`src/rtl/lvds_video_packer_pkg.sv`:
```
// lvds_video_pkg: shared constants, FSM state and control bundle
// for the LVDS video packer.
package lvds_video_pkg;

  localparam logic MAP_VESA  = 1'b0;
  localparam logic MAP_JEIDA = 1'b1;

  typedef enum logic {IDLE, RUN} state_t;

  typedef struct packed {
    logic de;
    logic hs;
    logic vs;
    logic fs;
  } ctl_t;

  // white, yellow, cyan, green, magenta, red, blue, black
  localparam logic [23:0] BAR_RGB [8] = '{
    24'hffffff, 24'hffff00, 24'h00ffff, 24'h00ff00,
    24'hff00ff, 24'hff0000, 24'h0000ff, 24'h000000
  };

  function automatic int lanes_f(input int bpc);
    return (bpc == 8) ? 4 : 3;
  endfunction

endpackage

```
`src/rtl/lvds_video_packer_if.sv`:
```
// lvds_video_packer_if: pixel request / return bus between the
// packer (master) and the frame buffer (slave).
interface lvds_video_packer_if #(
  parameter int BPC = 8
);
  logic             pix_req;
  logic             pix_vld;
  logic [3*BPC-1:0] pix_data;

  modport master (
    output pix_req,
    input  pix_vld,
    input  pix_data
  );

  modport slave (
    input  pix_req,
    output pix_vld,
    output pix_data
  );
endinterface

```
`src/rtl/lvds_video_packer_lane_mapper.sv`:
```
// lvds_lane_mapper: combinational RGB + syncs -> LVDS lane bits.
// Lanes are written first-shifted-bit (bit 6) leftmost.
module lvds_lane_mapper
  import lvds_video_pkg::*;
#(
  parameter int BPC = 8
) (
  input  logic                      [3*BPC-1:0] rgb,
  input  logic                                  hs,
  input  logic                                  vs,
  input  logic                                  de,
  input  logic                                  map_sel,
  output logic [7*lanes_f(BPC)-1:0]             tx
);

  logic [BPC-1:0] r, g, b;
  logic [5:0]     rs, gs, bs;
  logic [6:0]     l0, l1, l2;

  assign {r, g, b} = rgb;

  assign l0 = {rs[0], rs[1], rs[2], rs[3], rs[4], rs[5], gs[0]};
  assign l1 = {gs[1], gs[2], gs[3], gs[4], gs[5], bs[0], bs[1]};
  assign l2 = {bs[2], bs[3], bs[4], bs[5], hs, vs, de};

  if (BPC == 8) begin : g_bpc8
    logic       jeida;
    logic [6:0] l3;
    assign jeida = map_sel == MAP_JEIDA;
    // JEIDA puts the top six bits on lanes 0-2, the two LSBs on lane3
    assign rs = jeida ? r[7:2] : r[5:0];
    assign gs = jeida ? g[7:2] : g[5:0];
    assign bs = jeida ? b[7:2] : b[5:0];
    assign l3 = jeida
      ? {r[0], r[1], g[0], g[1], b[0], b[1], 1'b0}
      : {r[6], r[7], g[6], g[7], b[6], b[7], 1'b0};
    assign tx = {l3, l2, l1, l0};
  end else begin : g_bpc6
    logic unused_map;
    assign unused_map = map_sel;
    assign rs = r[5:0];
    assign gs = g[5:0];
    assign bs = b[5:0];
    assign tx = {l2, l1, l0};
  end

endmodule

```
`src/rtl/lvds_video_packer.sv`:
```
// lvds_video_packer: video timing, pixel fetch re-timing, LVDS packing.
// Define LVDS_VIDEO_PACKER_PATTERN_EN for the internal colour-bar source.
module lvds_video_packer
  import lvds_video_pkg::*;
#(
  parameter int H_ACTIVE = 1024,
  parameter int H_FP     = 160,
  parameter int H_SYNC   = 20,
  parameter int H_BP     = 140,
  parameter int V_ACTIVE = 600,
  parameter int V_FP     = 12,
  parameter int V_SYNC   = 3,
  parameter int V_BP     = 20,
  parameter int BPC      = 8,
  parameter int PIX_LAT  = 2,
  parameter int HS_POL   = 0,
  parameter int VS_POL   = 0
) (
  input  logic                         tx_sclk,
  input  logic                         rstn_final_tmp,
  input  logic                         enable,
  input  logic                         map_sel,
`ifdef LVDS_VIDEO_PACKER_PATTERN_EN
  input  logic                         pattern_sel,
`endif
  lvds_video_packer_if.master          pix,
  output logic                         h_valid,
  output logic                         v_valid,
  output logic                         de,
  output logic                         frame_start,
  output logic [7*lanes_f(BPC)-1:0]    tx_out,
  output logic                         underflow,
  input  logic                         underflow_clr
);

  localparam int H_TOTAL = H_ACTIVE + H_FP + H_SYNC + H_BP;
  localparam int V_TOTAL = V_ACTIVE + V_FP + V_SYNC + V_BP;
  localparam int HW      = $clog2(H_TOTAL);
  localparam int VW      = $clog2(V_TOTAL);
  localparam int TXW     = 7 * lanes_f(BPC);
  localparam logic HS_ON = 1'(HS_POL);
  localparam logic VS_ON = 1'(VS_POL);
  localparam logic [2:0] SYNC_IDLE = {~HS_ON, ~VS_ON, 1'b0};
  // lane2 bits 2..0 = {HS, VS, DE}
  localparam logic [TXW-1:0] TX_BLANK = TXW'(SYNC_IDLE) << 14;

  logic [1:0]       rst_sync;
  logic             rst_n;
  state_t           state, state_nxt;
  logic [HW-1:0]    hcnt;
  logic [VW-1:0]    vcnt;
  logic             h_act, v_act, h_end, v_end, frame_end;
  logic             hs_win, vs_win, run, map_q;
  ctl_t             ctl_now, ctl_l;
  ctl_t [PIX_LAT-1:0] ctl_d;
  logic [3*BPC-1:0] src, rgb;
  logic             src_vld, miss, hs_lvl, vs_lvl;
  logic [TXW-1:0]   tx_nxt;

  always_ff @(posedge tx_sclk or negedge rstn_final_tmp) begin
    if (!rstn_final_tmp) rst_sync <= '0;
    else                 rst_sync <= {rst_sync[0], 1'b1};
  end
  assign rst_n = rst_sync[1];

  assign h_act     = hcnt < HW'(H_ACTIVE);
  assign v_act     = vcnt < VW'(V_ACTIVE);
  assign h_end     = hcnt == HW'(H_TOTAL - 1);
  assign v_end     = vcnt == VW'(V_TOTAL - 1);
  assign frame_end = h_end && v_end;
  assign hs_win    = hcnt >= HW'(H_ACTIVE + H_FP) &&
                     hcnt <  HW'(H_ACTIVE + H_FP + H_SYNC);
  assign vs_win    = vcnt >= VW'(V_ACTIVE + V_FP) &&
                     vcnt <  VW'(V_ACTIVE + V_FP + V_SYNC);

  always_ff @(posedge tx_sclk or negedge rst_n) begin
    if (!rst_n) state <= IDLE;
    else        state <= state_nxt;
  end

  always_comb begin
    state_nxt = state;
    unique case (state)
      IDLE: if (enable) state_nxt = RUN;
      RUN:  if (frame_end && !enable) state_nxt = IDLE;
    endcase
  end

  always_comb begin
    run     = 1'b0;
    ctl_now = '0;
    unique case (state)
      IDLE: run = 1'b0;
      RUN: begin
        run        = 1'b1;
        ctl_now.de = h_act && v_act;
        ctl_now.hs = hs_win;
        ctl_now.vs = vs_win;
        ctl_now.fs = hcnt == '0 && vcnt == '0;
      end
    endcase
  end

  assign pix.pix_req = ctl_now.de;

  always_ff @(posedge tx_sclk or negedge rst_n) begin
    if (!rst_n) begin
      hcnt <= '0;
      vcnt <= '0;
    end else if (!run) begin
      hcnt <= '0;
      vcnt <= '0;
    end else if (h_end) begin
      hcnt <= '0;
      vcnt <= v_end ? '0 : vcnt + 1'b1;
    end else begin
      hcnt <= hcnt + 1'b1;
    end
  end

  always_ff @(posedge tx_sclk or negedge rst_n) begin
    if (!rst_n)
      map_q <= MAP_VESA;
    else if ((!run && enable) || (run && frame_end))
      map_q <= map_sel;
  end

  always_ff @(posedge tx_sclk or negedge rst_n) begin
    if (!rst_n) begin
      ctl_d <= '0;
    end else begin
      ctl_d[0] <= ctl_now;
      for (int i = 1; i < PIX_LAT; i++) ctl_d[i] <= ctl_d[i-1];
    end
  end
  assign ctl_l = ctl_d[PIX_LAT-1];

`ifdef LVDS_VIDEO_PACKER_PATTERN_EN
  logic [2:0]  bar_now;
  logic [2:0]  bar_d [PIX_LAT];
  logic [23:0] bar_rgb;

  assign bar_now = 3'((32'(hcnt) * 8) / H_ACTIVE);

  always_ff @(posedge tx_sclk or negedge rst_n) begin
    if (!rst_n) begin
      for (int i = 0; i < PIX_LAT; i++) bar_d[i] <= '0;
    end else begin
      bar_d[0] <= bar_now;
      for (int i = 1; i < PIX_LAT; i++) bar_d[i] <= bar_d[i-1];
    end
  end

  assign bar_rgb = BAR_RGB[bar_d[PIX_LAT-1]];
  assign src     = pattern_sel
    ? {bar_rgb[23-:BPC], bar_rgb[15-:BPC], bar_rgb[7-:BPC]}
    : pix.pix_data;
  assign src_vld = pattern_sel || pix.pix_vld;
`else
  assign src     = pix.pix_data;
  assign src_vld = pix.pix_vld;
`endif

  // a missing pixel goes out black; blanking is forced to zero
  assign miss   = ctl_l.de && !src_vld;
  assign rgb    = (ctl_l.de && src_vld) ? src : '0;
  assign hs_lvl = ctl_l.hs ? HS_ON : ~HS_ON;
  assign vs_lvl = ctl_l.vs ? VS_ON : ~VS_ON;

  lvds_lane_mapper #(
    .BPC(BPC)
  ) u_map (
    .rgb     (rgb),
    .hs      (hs_lvl),
    .vs      (vs_lvl),
    .de      (ctl_l.de),
    .map_sel (map_q),
    .tx      (tx_nxt)
  );

  always_ff @(posedge tx_sclk or negedge rst_n) begin
    if (!rst_n) begin
      tx_out      <= TX_BLANK;
      de          <= 1'b0;
      frame_start <= 1'b0;
      h_valid     <= 1'b0;
      v_valid     <= 1'b0;
      underflow   <= 1'b0;
    end else begin
      tx_out      <= tx_nxt;
      de          <= ctl_l.de;
      frame_start <= ctl_l.fs;
      h_valid     <= run && h_act;
      v_valid     <= run && v_act;
      if (miss)               underflow <= 1'b1;
      else if (underflow_clr) underflow <= 1'b0;
    end
  end

endmodule

```
`src/flat_wrapper.sv`:
```
// flat-port wrapper written by rule: the top's interface ports become plain ports
module lvds_video_packer_flat import lvds_video_pkg::*;
#(
  parameter int H_ACTIVE = 1024,
  parameter int H_FP     = 160,
  parameter int H_SYNC   = 20,
  parameter int H_BP     = 140,
  parameter int V_ACTIVE = 600,
  parameter int V_FP     = 12,
  parameter int V_SYNC   = 3,
  parameter int V_BP     = 20,
  parameter int BPC      = 8,
  parameter int PIX_LAT  = 2,
  parameter int HS_POL   = 0,
  parameter int VS_POL   = 0
)
  (tx_sclk, rstn_final_tmp, enable, map_sel, h_valid, v_valid, de, frame_start, tx_out, underflow, underflow_clr, pix_pix_req, pix_pix_vld, pix_pix_data);
  lvds_video_packer_if #(.BPC(BPC)) pix_i ();
  input  logic tx_sclk;
  input  logic rstn_final_tmp;
  input  logic enable;
  input  logic map_sel;
  output logic h_valid;
  output logic v_valid;
  output logic de;
  output logic frame_start;
  output logic [7*lanes_f(BPC)-1:0] tx_out;
  output logic underflow;
  input  logic underflow_clr;
  output wire logic [$bits(pix_i.pix_req)-1:0] pix_pix_req;
  input wire logic [$bits(pix_i.pix_vld)-1:0] pix_pix_vld;
  input wire logic [$bits(pix_i.pix_data)-1:0] pix_pix_data;
  assign pix_pix_req = pix_i.pix_req;
  assign pix_i.pix_vld = pix_pix_vld;
  assign pix_i.pix_data = pix_pix_data;
  lvds_video_packer #(.H_ACTIVE(H_ACTIVE), .H_FP(H_FP), .H_SYNC(H_SYNC), .H_BP(H_BP), .V_ACTIVE(V_ACTIVE), .V_FP(V_FP), .V_SYNC(V_SYNC), .V_BP(V_BP), .BPC(BPC), .PIX_LAT(PIX_LAT), .HS_POL(HS_POL), .VS_POL(VS_POL)) u_core (.tx_sclk(tx_sclk), .rstn_final_tmp(rstn_final_tmp), .enable(enable), .map_sel(map_sel), .pix(pix_i), .h_valid(h_valid), .v_valid(v_valid), .de(de), .frame_start(frame_start), .tx_out(tx_out), .underflow(underflow), .underflow_clr(underflow_clr));
endmodule
```
`config.mk`:
```
export PLATFORM = sky130hd
export DESIGN_NAME = lvds_video_packer_flat
export DESIGN_NICKNAME = d
export VERILOG_FILES = /design/src/rtl/lvds_video_packer_pkg.sv /design/src/rtl/lvds_video_packer_if.sv /design/src/rtl/lvds_video_packer_lane_mapper.sv /design/src/rtl/lvds_video_packer.sv /design/src/flat_wrapper.sv
export SDC_FILE = /design/constraint.sdc
export NUM_CORES = 1
export LEC_CHECK = 0
export BUFFER_PORTS_ARGS = -buffer_cell sky130_fd_sc_hd__clkbuf_2
export CAP_MARGIN = 20
export CORE_MARGIN = 3
export CORE_UTILIZATION = 34
export CTS_CLUSTER_SIZE = 8
export DETAILED_ROUTE_END_ITERATION = 6
export MAX_ROUTING_LAYER = met4
export PLACE_DENSITY = 0.61
export REMOVE_ABC_BUFFERS = 1
export SYNTH_ARGS = -nofsm -noshare
export SYNTH_HDL_FRONTEND = slang
export SYNTH_SLANG_ARGS = --single-unit
```
`constraint.sdc`:
```
create_clock -name tx_sclk -period 4 [get_ports tx_sclk]
set_input_delay 0.4 -clock tx_sclk [delete_from_list [all_inputs] [get_ports tx_sclk]]
set_output_delay 0.4 -clock tx_sclk [all_outputs]
set_load 0.03 [all_outputs]
```
* Word level (Yosys, flattened, before mapping)
Index checks and enable logic that the tools add are counted.
Operators by class: add/sub/neg operators 2, magnitude comparators 6, eq/ne operators 3, mux-type cells 19, bitwise logic cells 1, reduce and logical (&&, ||, !) cells 19
Operators by type and width (number):
- 10-bit two-way mux | 3
- 24-bit two-way mux | 1
- 11-bit < comparator, second input constant | 2
- 11-bit two-way mux | 2
- 10-bit < comparator, second input constant | 2
- 6-bit two-way mux | 3
- 1-bit logical AND | 12
- 11-bit by 1-bit adder with 11-bit output, second input constant | 1
- 11-bit equality test, second input constant | 1
- 11-bit >= comparator, second input constant | 1
- 11-bit logical NOT | 1
- 10-bit by 1-bit adder with 10-bit output, second input constant | 1
- 10-bit equality test, second input constant | 1
- 10-bit >= comparator, second input constant | 1
- 10-bit logical NOT | 1
- 7-bit two-way mux | 1
- 1-bit two-way mux | 6
- 4-bit two-way mux | 1
- 1-bit case mux with 2 select lines | 2
- 1-bit logical NOT | 3
- 2-bit by 1-bit != test with 1-bit output, second input constant | 1
- 2-bit nonzero test | 1
- 1-bit logical OR | 1
- 1-bit NOT | 1
Word-level totals: register bits 66, input port bits 30, output and inout bits 34, word-level logic and storage cells 69

* Depth between registers and ports, before layout
Gate-level depths: netlist of the first run.
word-level depth 5, gate-level depth with buffers 6

* Hierarchy
Synthesis of the first run repeated with hierarchy kept, for this count alone.
Unflattened totals: cells, all modules 257, area total of the unflattened synthesis 3069.2 um2
Modules (own cells, without submodules):
- lvds_video_packer | instances 1, cells each 225, area each 2638.8 um2, seq. area each 1654.1 um2
- lvds_lane_mapper | instances 1, cells each 32, area each 430.4 um2, seq. area each 0.0 um2

* Least setup slack after synthesis of the first run
Ideal clock, no wire load.
kind flip-flop to output port, from reg u_core.vcnt[3], to out pix_pix_req, arrival time 1405 ps, data required time 3600 ps, setup slack 2195 ps, cell stages (with the launch flop) 6, path through dfrtp_1 -> clkbuf_1 -> a21oi_1 -> o211ai_1 -> a21oi_1 -> nor2b_1
Between the ends: word-level cells in the longest chain between the ends 3
RTL lines:
- start, declared | line lvds_video_packer.sv:51 | logic [VW-1:0] vcnt;
- start signal, assigned | line lvds_video_packer.sv:115 | vcnt <= v_end ? '0 : vcnt + 1'b1;
- 10-bit < comparator | line lvds_video_packer.sv:67 | assign v_act = vcnt < VW'(V_ACTIVE);
- 1-bit logical AND | line lvds_video_packer.sv:96 | ctl_now.de = h_act && v_act;
- 4-bit two-way mux | line lvds_video_packer.sv:92 | unique case (state)
- end, declared | line flat_wrapper.sv:30 | output wire logic [$bits(pix_i.pix_req)-1:0] pix_pix_req;
Every way passes these cells.

* Final worst setup path of the first run
Same ends and word-level chain as after synthesis.

==> results.yml, run 1 <==
clock_tree:
  cts_tree: "yes"
  path_clk_slew_ns: 0.08
  clock_latency_ns: 0.34
  cts_root_buf: "clkbuf_8"
  numCtsBuffers: 9
  cts_setup_buffers: 0
  h-tree-depth: 3
  cts_sinks: 64
  cts_buffer_depth: 2
yosys:
  muxShareOfSynthArea_pct: 8.52
  syn_area_um2: 2820
  synth_area_leaders: "dfrtp_1, mux2i_1, nor2_1, ha_1, xor2_1"
  synth_top_family_by_area: "simple AND/OR/NAND/NOR gates"
  ys_async_sr_fraction_pct: 100
  synth-seq-cells: 64
  synth_adder_area_share_pct: 2.22
  synthXorXnorAreaFrac_pct: 2.80
  synth-edff-count: 0
  ys_seq_area_share_pct: 56.9
  yosys.area_share.simple_pct: 17.8
  synth.distinct_cells: 47
  yosysTopAreaCell: "dfrtp_1"
  synth_compound_area_share_pct: 6.88
  synthFlopType: "dfrtp_1"
  synthCells: 258
  yosysMostFrequentCell: "dfrtp_1"
  synth_common_cells: "dfrtp_1, nor2_1, mux2i_1"
  synth_area_per_cell_um2: 10.9
  yosysTopAreaCellShare_pct: 55.0
  yosysWarnings: 0
placement:
  port_buffers: 62
  hpwl_mm: 4.14
  gp_congestion: 0.821
  postPlaceCellArea_um2: 3200
global_route:
  grt_pass1_wl_mm: 10.3
  grt_overflow_total: 0
  grt_max_degree: 42
  grt_pass1_vias: 2159
  antenna_found_initial: 0
  groute.usage.overall_pct: 13.9
sta:
  setup_violations: 0
  period_share_pct: 53.2
  tightest_slew_ns: 0.799
  slew_headroom_pct: 46.5
  fmax_ghz: 0.470
  fin_worst_skew_ns: 0.0130
  finalHoldViolCount: 0
  rsz0062_at_grt: "false"
  slew_violations: 0
  setup_tns_ns: 0
  period_minus_slack_ns: 2.13
pwr:
  leakage_nw: 1.64
  peakVddDrop_mv: 0.190
  powerDensity_nw_per_um2: 464
route:
  vias: 2073
  wl_per_cell_um: 13.7
  detail-route-antenna-nets: 0
  firstDrtPassIters: 4
  remaining_drc_errors: 0
  routed_wl_mm: 5.84
  vias_per_cell: 4.85
  drtIter0Drc: 147
final_layout:
  utilization_pct: 43.0
  fill_cells: 739
  area_delta_synth_final_pct: 20.3
  multiInputGateArea_um2: 1080
  diodes: 0
  drive_gt1_share_pct: 26.5
  final_nets: 355
  regArea_um2: 1610
  final_area_um2: 3390
job:
  drv_cap: 0
hold_path:
  hold_class: "reg2async"
floorplan:
  rows: 32
  fp.dieH_um: 97.1
  start_util_pct: 35.7
  die_area_um2: 9420
  core-area_um2: 7890
  fp.dieW_um: 97.1
  io_pins: 64
critical_path:
  cp.arrival_ns: 1.73
  crit_chain: "a21oi_1 -> o211ai_1 -> a21oi_1 -> nor2b_1 -> clkbuf_2"
  worst-r2r-cell-count: 5
  cp_data_required_time_ns: 3.60
  cpMaxStageDelayCell: "dfrtp_1"
  crit_buf_inv: 1
  worst_setup_path_start_kind: "flop"
  timing.critical_path.mode_cell: "a21oi_1"
  cp-end-kind: "output pin"
  cp_num_cells: 5
  cp_top_family: "compound AO/OA/AOI/OAI gates"
  slowest_delay_ns: 0.47
  crit_type: "reg2out"
  cp_max_fo: 10
status:
  status: "finished, final reports clean"
-- layout make-up --
| type | instances | area share (%) |
|---|---|---|
| flip-flops and latches | 64 | 47.3 |
| clock buffers | 10 | 4.06 |
| well taps | 102 | 3.76 |
| inverters | 15 | 1.66 |
| multi-input cells | 165 | 32.0 |
| repair buffers | 65 | 9.89 |
| clock inverters | 6 | 1.29 |
-- final timing paths --
path	from	end	slack, ns
worst max register to register	u_core.hcnt[0]	u_core.vcnt[7]	1.94
worst min-delay path	u_core.rst_sync[1]	u_core.h_valid	0.21
worst max-delay path	u_core.vcnt[3]	pix_pix_req	1.87
max in group asynchronous	u_core.rst_sync[1]	u_core.tx_out[15]	2.89
worst min register to register	u_core.rst_sync[1]	u_core.h_valid	0.21
min in group tx_sclk	underflow_clr	u_core.underflow	0.25
-- power by group --
group	internal [mW]	switching (mW)	total [mW]
logic	0.119	0.167	0.286
registers	0.709	0.0805	0.790
clock network	0.243	0.253	0.496
total	1.07	0.500	1.57
-- placed cells by master, fill, tap and decap left out, types with 2 or more instances in the layout --
cell,n
a21oi_1,7
nor4_1,3
dfrtp_1,61
a31oi_1,2
or3_1,5
nand3_1,10
clkinv_4,2
nand2b_1,2
or4_1,2
o21a_1,2
nor3_1,3
buf_4,2
o31ai_1,4
clkinv_2,2
xor2_1,7
clkbuf_2,62
nor2_1,38
dfstp_2,2
inv_1,15
nand4_1,4
ha_1,5
nor4b_1,3
nor2b_1,2
o21ai_0,5
xnor2_1,2
conb_1,2
mux2i_1,24
nand2_1,11
clkbuf_8,10
and4_1,4
-- sequential cells by signal, summed over array words and instances, names as in the netlist --
name / flops
u_core.tx_out: 27
u_core.hcnt: 11
u_core.vcnt: 10
u_core.ctl_d: 8
u_core.rst_sync: 2
u_core.frame_start: 1
u_core.h_valid: 1
u_core.map_q: 1
u_core.state: 1
u_core.underflow: 1
u_core.v_valid: 1
-- cell families after synthesis --
group | count (synthesis)
buffers and inverters | 29
muxes | 24
AOI/OAI and AO/OA | 29
other | 2
DFF | 64
and+or+nand+nor | 96
xor gates and xnor gates | 9
adders and majority gates | 5
-- routing by layer --
layer	routed length (um)	track usage, %
met5	0	-
met1	2590	17.2
met3	380	3.95
met4	100	6.16
met2	2780	21.2
-- what timing repair did --
action,CTS,global route
hold endpoints to repair,2,0
resized for setup,0,0
endpoints found under the setup margin,0,0
hold buffers,1,0
-- stage by stage --
step / std cells / total power, mW / hold slack [ns] / worst slack, ns
after floorplan: 244 / 0.989 / 0.104 / 2.09
after global placement: 410 / 1.08 / 0.185 / 2.02
after detailed placement: 410 / 1.09 / 0.187 / 1.97
after CTS: 427 / 1.60 / 0.233 / 1.85
after global routing: 427 / 1.67 / 0.243 / 1.76
final: 427 / 1.57 / 0.214 / 1.87
Power figures use the tool's default switching activity.
==> inputs of run 2 (changes only) <==
Clock period 4 ns to 2.2 ns, I/O delays scaled along.
==> run 2 against run 1 <==
Net effect:
- largest power group unchanged
- non-clock buffer count grew 5
- first-iteration DRC count decreased by 23%
- hold slack got worse by 0.13 ns
- total power is 85% higher
- largest cell class unchanged
==> results.yml, run 2 (same netlist as run 1, synthesis figures left out) <==
critical_path:
  cp_top_family: "flip-flops"
  crit_chain: "a21oi_1 -> o211ai_1 -> a21oi_1 -> nor2b_1 -> clkbuf_2"
  cp_data_required_time_ns: 1.98
  cp_num_cells: 5
  crit_buf_inv: 1
  rrSetupSlack_ns: 0.30
  cp-end-kind: "output pin"
  cpMaxStageDelayCell: "dfrtp_1"
  worst-r2r-cell-count: 6
  slowest_delay_ns: 0.48
  crit_type: "reg2out"
  cp_max_fo: 10
  cp.arrival_ns: 1.70
  worst_setup_path_start_kind: "flop"
  timing.critical_path.mode_cell: "a21oi_1"
floorplan:
  io_pins: 64
  fp.dieW_um: 97.1
  start_util_pct: 35.7
  rows: 32
  fp.dieH_um: 97.1
  core-area_um2: 7890
  die_area_um2: 9420
route:
  detail-route-antenna-nets: 0
  vias: 2085
  vias_per_cell: 4.83
  wl_per_cell_um: 13.2
  firstDrtPassIters: 4
  drtIter0Drc: 113
  routed_wl_mm: 5.71
  remaining_drc_errors: 0
hold_path:
  worstHoldPathCells: 2
  hold_class: "in2reg"
clock_tree:
  cts_resized: 0
  cts_hold_buf: 1
  cts_root_buf: "clkbuf_8"
  h-tree-depth: 3
  numCtsBuffers: 9
  cts_sinks: 64
  cts_buffer_depth: 2
  cts_tree: "yes"
  clock_latency_ns: 0.33
  path_clk_slew_ns: 0.06
  cts_setup_buffers: 0
pwr:
  powerDensity_nw_per_um2: 847
  power_mw: 2.91
  peakVddDrop_mv: 0.253
  leakage_nw: 1.67
sta:
  period_minus_slack_ns: 1.92
  period_share_pct: 87.5
  slew_violations: 0
  slew_headroom_pct: 47.8
  setup_tns_ns: 0
  fin_worst_skew_ns: 0.00973
  tightest_slew_ns: 0.782
  rsz0062_at_grt: "false"
  fmax_ghz: 0.520
  setup_violations: 0
  finalWorstSetupSlack_ns: 0.276
  finalHoldViolCount: 0
final_layout:
  largest_registers: "u_core.tx_out (27), u_core.hcnt (11), u_core.vcnt (10)"
  mostFrequentLayoutCell: "clkbuf_2"
  regMostFlops: "u_core.tx_out"
  final_nets: 360
  layout_common_cells: "clkbuf_2, dfrtp_1, nor2_1"
  area_delta_synth_final_pct: 21.9
  largest_register_ffs: 27
  drive_gt1_share_pct: 27.0
  diodes: 0
placement:
  gp_congestion: 0.828
  hpwl_mm: 4.19
  post-place-ws_ns: 0.325
  port_buffers: 62
global_route:
  groute.usage.overall_pct: 13.3
  antenna_found_initial: 0
  grt_max_degree: 26
  grt_overflow_total: 0
  grt_pass1_vias: 2136
  grt_pass1_wl_mm: 9.92
status:
  status: "finished, final reports clean"
job:
  drv_cap: 0
[run 2: area by class of cell]
| class | count | area, um2 |
|---|---|---|
| clock inverters | 4 | 45.0 |
| repair buffers | 70 | 373 |
| well taps | 102 | 128 |
| inverters | 15 | 56.3 |
| flip-flops and latches | 64 | 1610 |
| fillers | 749 | 4450 |
| clock buffers | 12 | 145 |
| multi-input cells | 165 | 1080 |
[run 2: metrics by stage]
stage | instance area [um2] | cells | util [%] | hold slack, ns
3_5_place_dp | 3240 | 415 | 41.0 | 0.00641
5_1_grt | 3440 | 432 | 43.6 | 0.0670
6_report | 3440 | 432 | 43.6 | 0.0806
4_1_cts | 3440 | 432 | 43.6 | 0.0652
2_1_floorplan | 2750 | 244 | - | -0.0756
3_3_place_gp | 3240 | 415 | 41.0 | 0.00548
[run 2: worst paths after layout]
check	endpoint	start
max	pix_pix_req	u_core.vcnt[3]
min	u_core.underflow	underflow_clr
max reg2reg	u_core.vcnt[7]	u_core.hcnt[0]
min reg2reg	u_core.hcnt[5]	u_core.rst_sync[1]
max in group asynchronous	u_core.tx_out[19]	u_core.rst_sync[1]
min in group asynchronous	u_core.hcnt[5]	u_core.rst_sync[1]
[run 2: per-layer routing]
layer	global-route usage, %	up-vias	part of all wire [%]
li1	-	1018	-
met1	16.8	981	44
met2	19.8	72	46
met3	3.37	14	6.6
met4	6.70	0	2.7
met5	-	-	0
[run 2: power by group]
| part | internal [mW] | total (mW) | switching (mW) |
|---|---|---|---|
| Combinational | 0.218 | 0.519 | 0.302 |
| Sequential | 1.29 | 1.43 | 0.139 |
| Clock | 0.549 | 0.963 | 0.414 |
[run 2: worst reg2reg max path, stage by stage, from the launching register on]
cell and delay (ns):
dfrtp_1 0.40, ha_1 0.24, and4_1 0.26, a31oi_1 0.10
buf_4 0.18, or4_4 0.51, a21oi_2 0.14
==> inputs of run 3 (changes only) <==
Settings changed: HOLD_SLACK_MARGIN set to 0.1, PLACE_DENSITY 0.61 to unset, PLACE_DENSITY_LB_ADDON set to 0.3.
Clock period 2.2 ns to 2.43 ns, I/O delays scaled along.
==> run 3 against run 2 <==
Net effect:
- flip-flop and latch count did not move
- clock power increased by 4%
- hold slack gained 0.034 ns
- via count is 0.96% lower
- global-route usage up 0.10 points
- sequential power down 9%
- non-clock buffer count decreased by 2
- critical endpoint unchanged
- final area is 0.55% higher
- sequential share of layout area decreased by 0.25 points
- total power decreased by 5.2%
- critical path type unchanged
==> results.yml, run 3 (same netlist as run 1, synthesis figures left out) <==
status:
  status: "finished, final reports clean"
route:
  vias: 2065
  wl_per_cell_um: 13.3
  detail-route-antenna-nets: 0
  drtIter0Drc: 88
  vias_per_cell: 4.80
  remaining_drc_errors: 0
  routed_wl_mm: 5.71
  firstDrtPassIters: 4
pwr:
  power_mw: 2.76
  leakage_nw: 1.67
  powerDensity_nw_per_um2: 799
  peakVddDrop_mv: 0.279
critical_path:
  worst-r2r-cell-count: 6
  cp.arrival_ns: 1.77
  cp_max_fo: 10
  rrSetupSlack_ns: 0.51
  r2r_start: "u_core.hcnt[0]"
  r2r_end: "u_core.vcnt[5]"
  worst_setup_path_start_kind: "flop"
  cp_data_required_time_ns: 2.19
  cp-end-kind: "output pin"
  crit_type: "reg2out"
clock_tree:
  numCtsBuffers: 9
  h-tree-depth: 3
  cts_buffer_depth: 2
  cts_tree: "yes"
  cts_root_buf: "clkbuf_8"
  cts_setup_buffers: 0
  cts_sinks: 64
  path_clk_slew_ns: 0.07
  clock_latency_ns: 0.33
global_route:
  met3_usage_pct: 3.30
  gr-usage-met1_pct: 17.7
  groute.usage.overall_pct: 13.4
  grt_max_degree: 25
  antenna_found_initial: 0
  grt_overflow_total: 0
  grt_pass1_wl_mm: 10.1
  grt.busiest_layer: "met2"
  grt_pass1_vias: 2111
  globalRouteMet2Util_pct: 19.9
sta:
  period_minus_slack_ns: 2.01
  period_share_pct: 82.8
  slew_violations: 0
  slew_headroom_pct: 48.4
  finalWorstSetupSlack_ns: 0.417
  fin_worst_skew_ns: 0.00633
  setup_tns_ns: 0
  holdWs_ns: 0.115
  finalHoldViolCount: 0
  setup_violations: 0
  rsz0062_at_grt: "false"
  tightest_slew_ns: 0.772
  fmax_ghz: 0.497
hold_path:
  worstHoldPathCells: 2
  min_from: "pix_pix_vld"
  hold_class: "in2reg"
  holdPathEnd: "u_core.underflow"
floorplan:
  fp.dieW_um: 97.1
  fp.dieH_um: 97.1
  start_util_pct: 35.7
  io_pins: 64
  rows: 32
  core-area_um2: 7890
  die_area_um2: 9420
final_layout:
  final_nets: 358
  utilization_pct: 43.8
  largest_registers: "u_core.tx_out (27), u_core.hcnt (11), u_core.vcnt (10)"
  drive_gt1_share_pct: 26.5
  area_delta_synth_final_pct: 22.6
  mostFrequentLayoutCell: "clkbuf_2"
  regMostFlops: "u_core.tx_out"
  layout_common_cells: "clkbuf_2, dfrtp_1, nor2_1"
  largest_register_ffs: 27
  fill_cells: 741
  diodes: 0
placement:
  hpwl_mm: 4.10
  post-place-ws_ns: 0.546
  port_buffers: 62
  gp_congestion: 0.825
job:
  drv_cap: 0
==> run 3: changes by cell type in the layout (fill, tap and decap cells not counted), sizes merged <==
cell / previous run / this run
clkbuf: 74 / 73
buf: 7 / 4
clkinv: 3 / 1
bufinv: 1 / 2
dlygate4sd3: 1 / 2
clkinvlp: 0 / 2
==> run 3: power by group <==
group	leakage [nW]	switching (mW)	internal [mW]
logic	0.764	0.264	0.198
clock network	0.106	0.400	0.604
registers	0.799	0.127	1.17
==> run 3: metrics by stage <==
stage	instances	cell area (um2)
2_1_floorplan	244	2750
3_3_place_gp	412	3210
3_5_place_dp	412	3210
4_1_cts	430	3460
5_1_grt	430	3460
6_report	430	3460
==> run 3: worst max path at each step <==
stage	startpoint	endpoint
floorplan	u_core.rst_sync[1]	u_core.ctl_d[0]
global placement	u_core.hcnt[0]	u_core.vcnt[5]
detailed placement	u_core.hcnt[0]	u_core.vcnt[5]
CTS	u_core.vcnt[3]	pix_pix_req
global route	u_core.vcnt[3]	pix_pix_req
finish	u_core.vcnt[3]	pix_pix_req
==> run 3: per-layer routing <==
metal | vias up | wire length (um)
met3 | 7 | 302
met5 | - | 0
met4 | 0 | 67
li1 | 1022 | -
met1 | 990 | 2630
met2 | 46 | 2700
==> run 3: timing repair <==
item,4_1_cts,5_1_grt
endpoints found under the hold margin,3,0
resized for setup,0,0
hold buffers,2,0
endpoints found under the setup margin,0,0
==> run 3: area by class of cell <==
type,count,area (um2),share of cell area (%)
Clock buffer,11,141,4.09
Clock inverter,5,80.1,2.32
Inverter,15,56.3,1.63
Multi-Input combinational cell,165,1080,31.4
Sequential cell,64,1610,46.5
Tap cell,102,128,3.69
Timing Repair Buffer,68,360,10.4
==> run 3: worst max-delay path, stage by stage, from the launching register on <==
cell and delay [ns]:
dfrtp_1 0.49, a21oi_1 0.20, o211ai_1 0.09, a21oi_1 0.19
nor2b_1 0.22, clkbuf_2 0.24
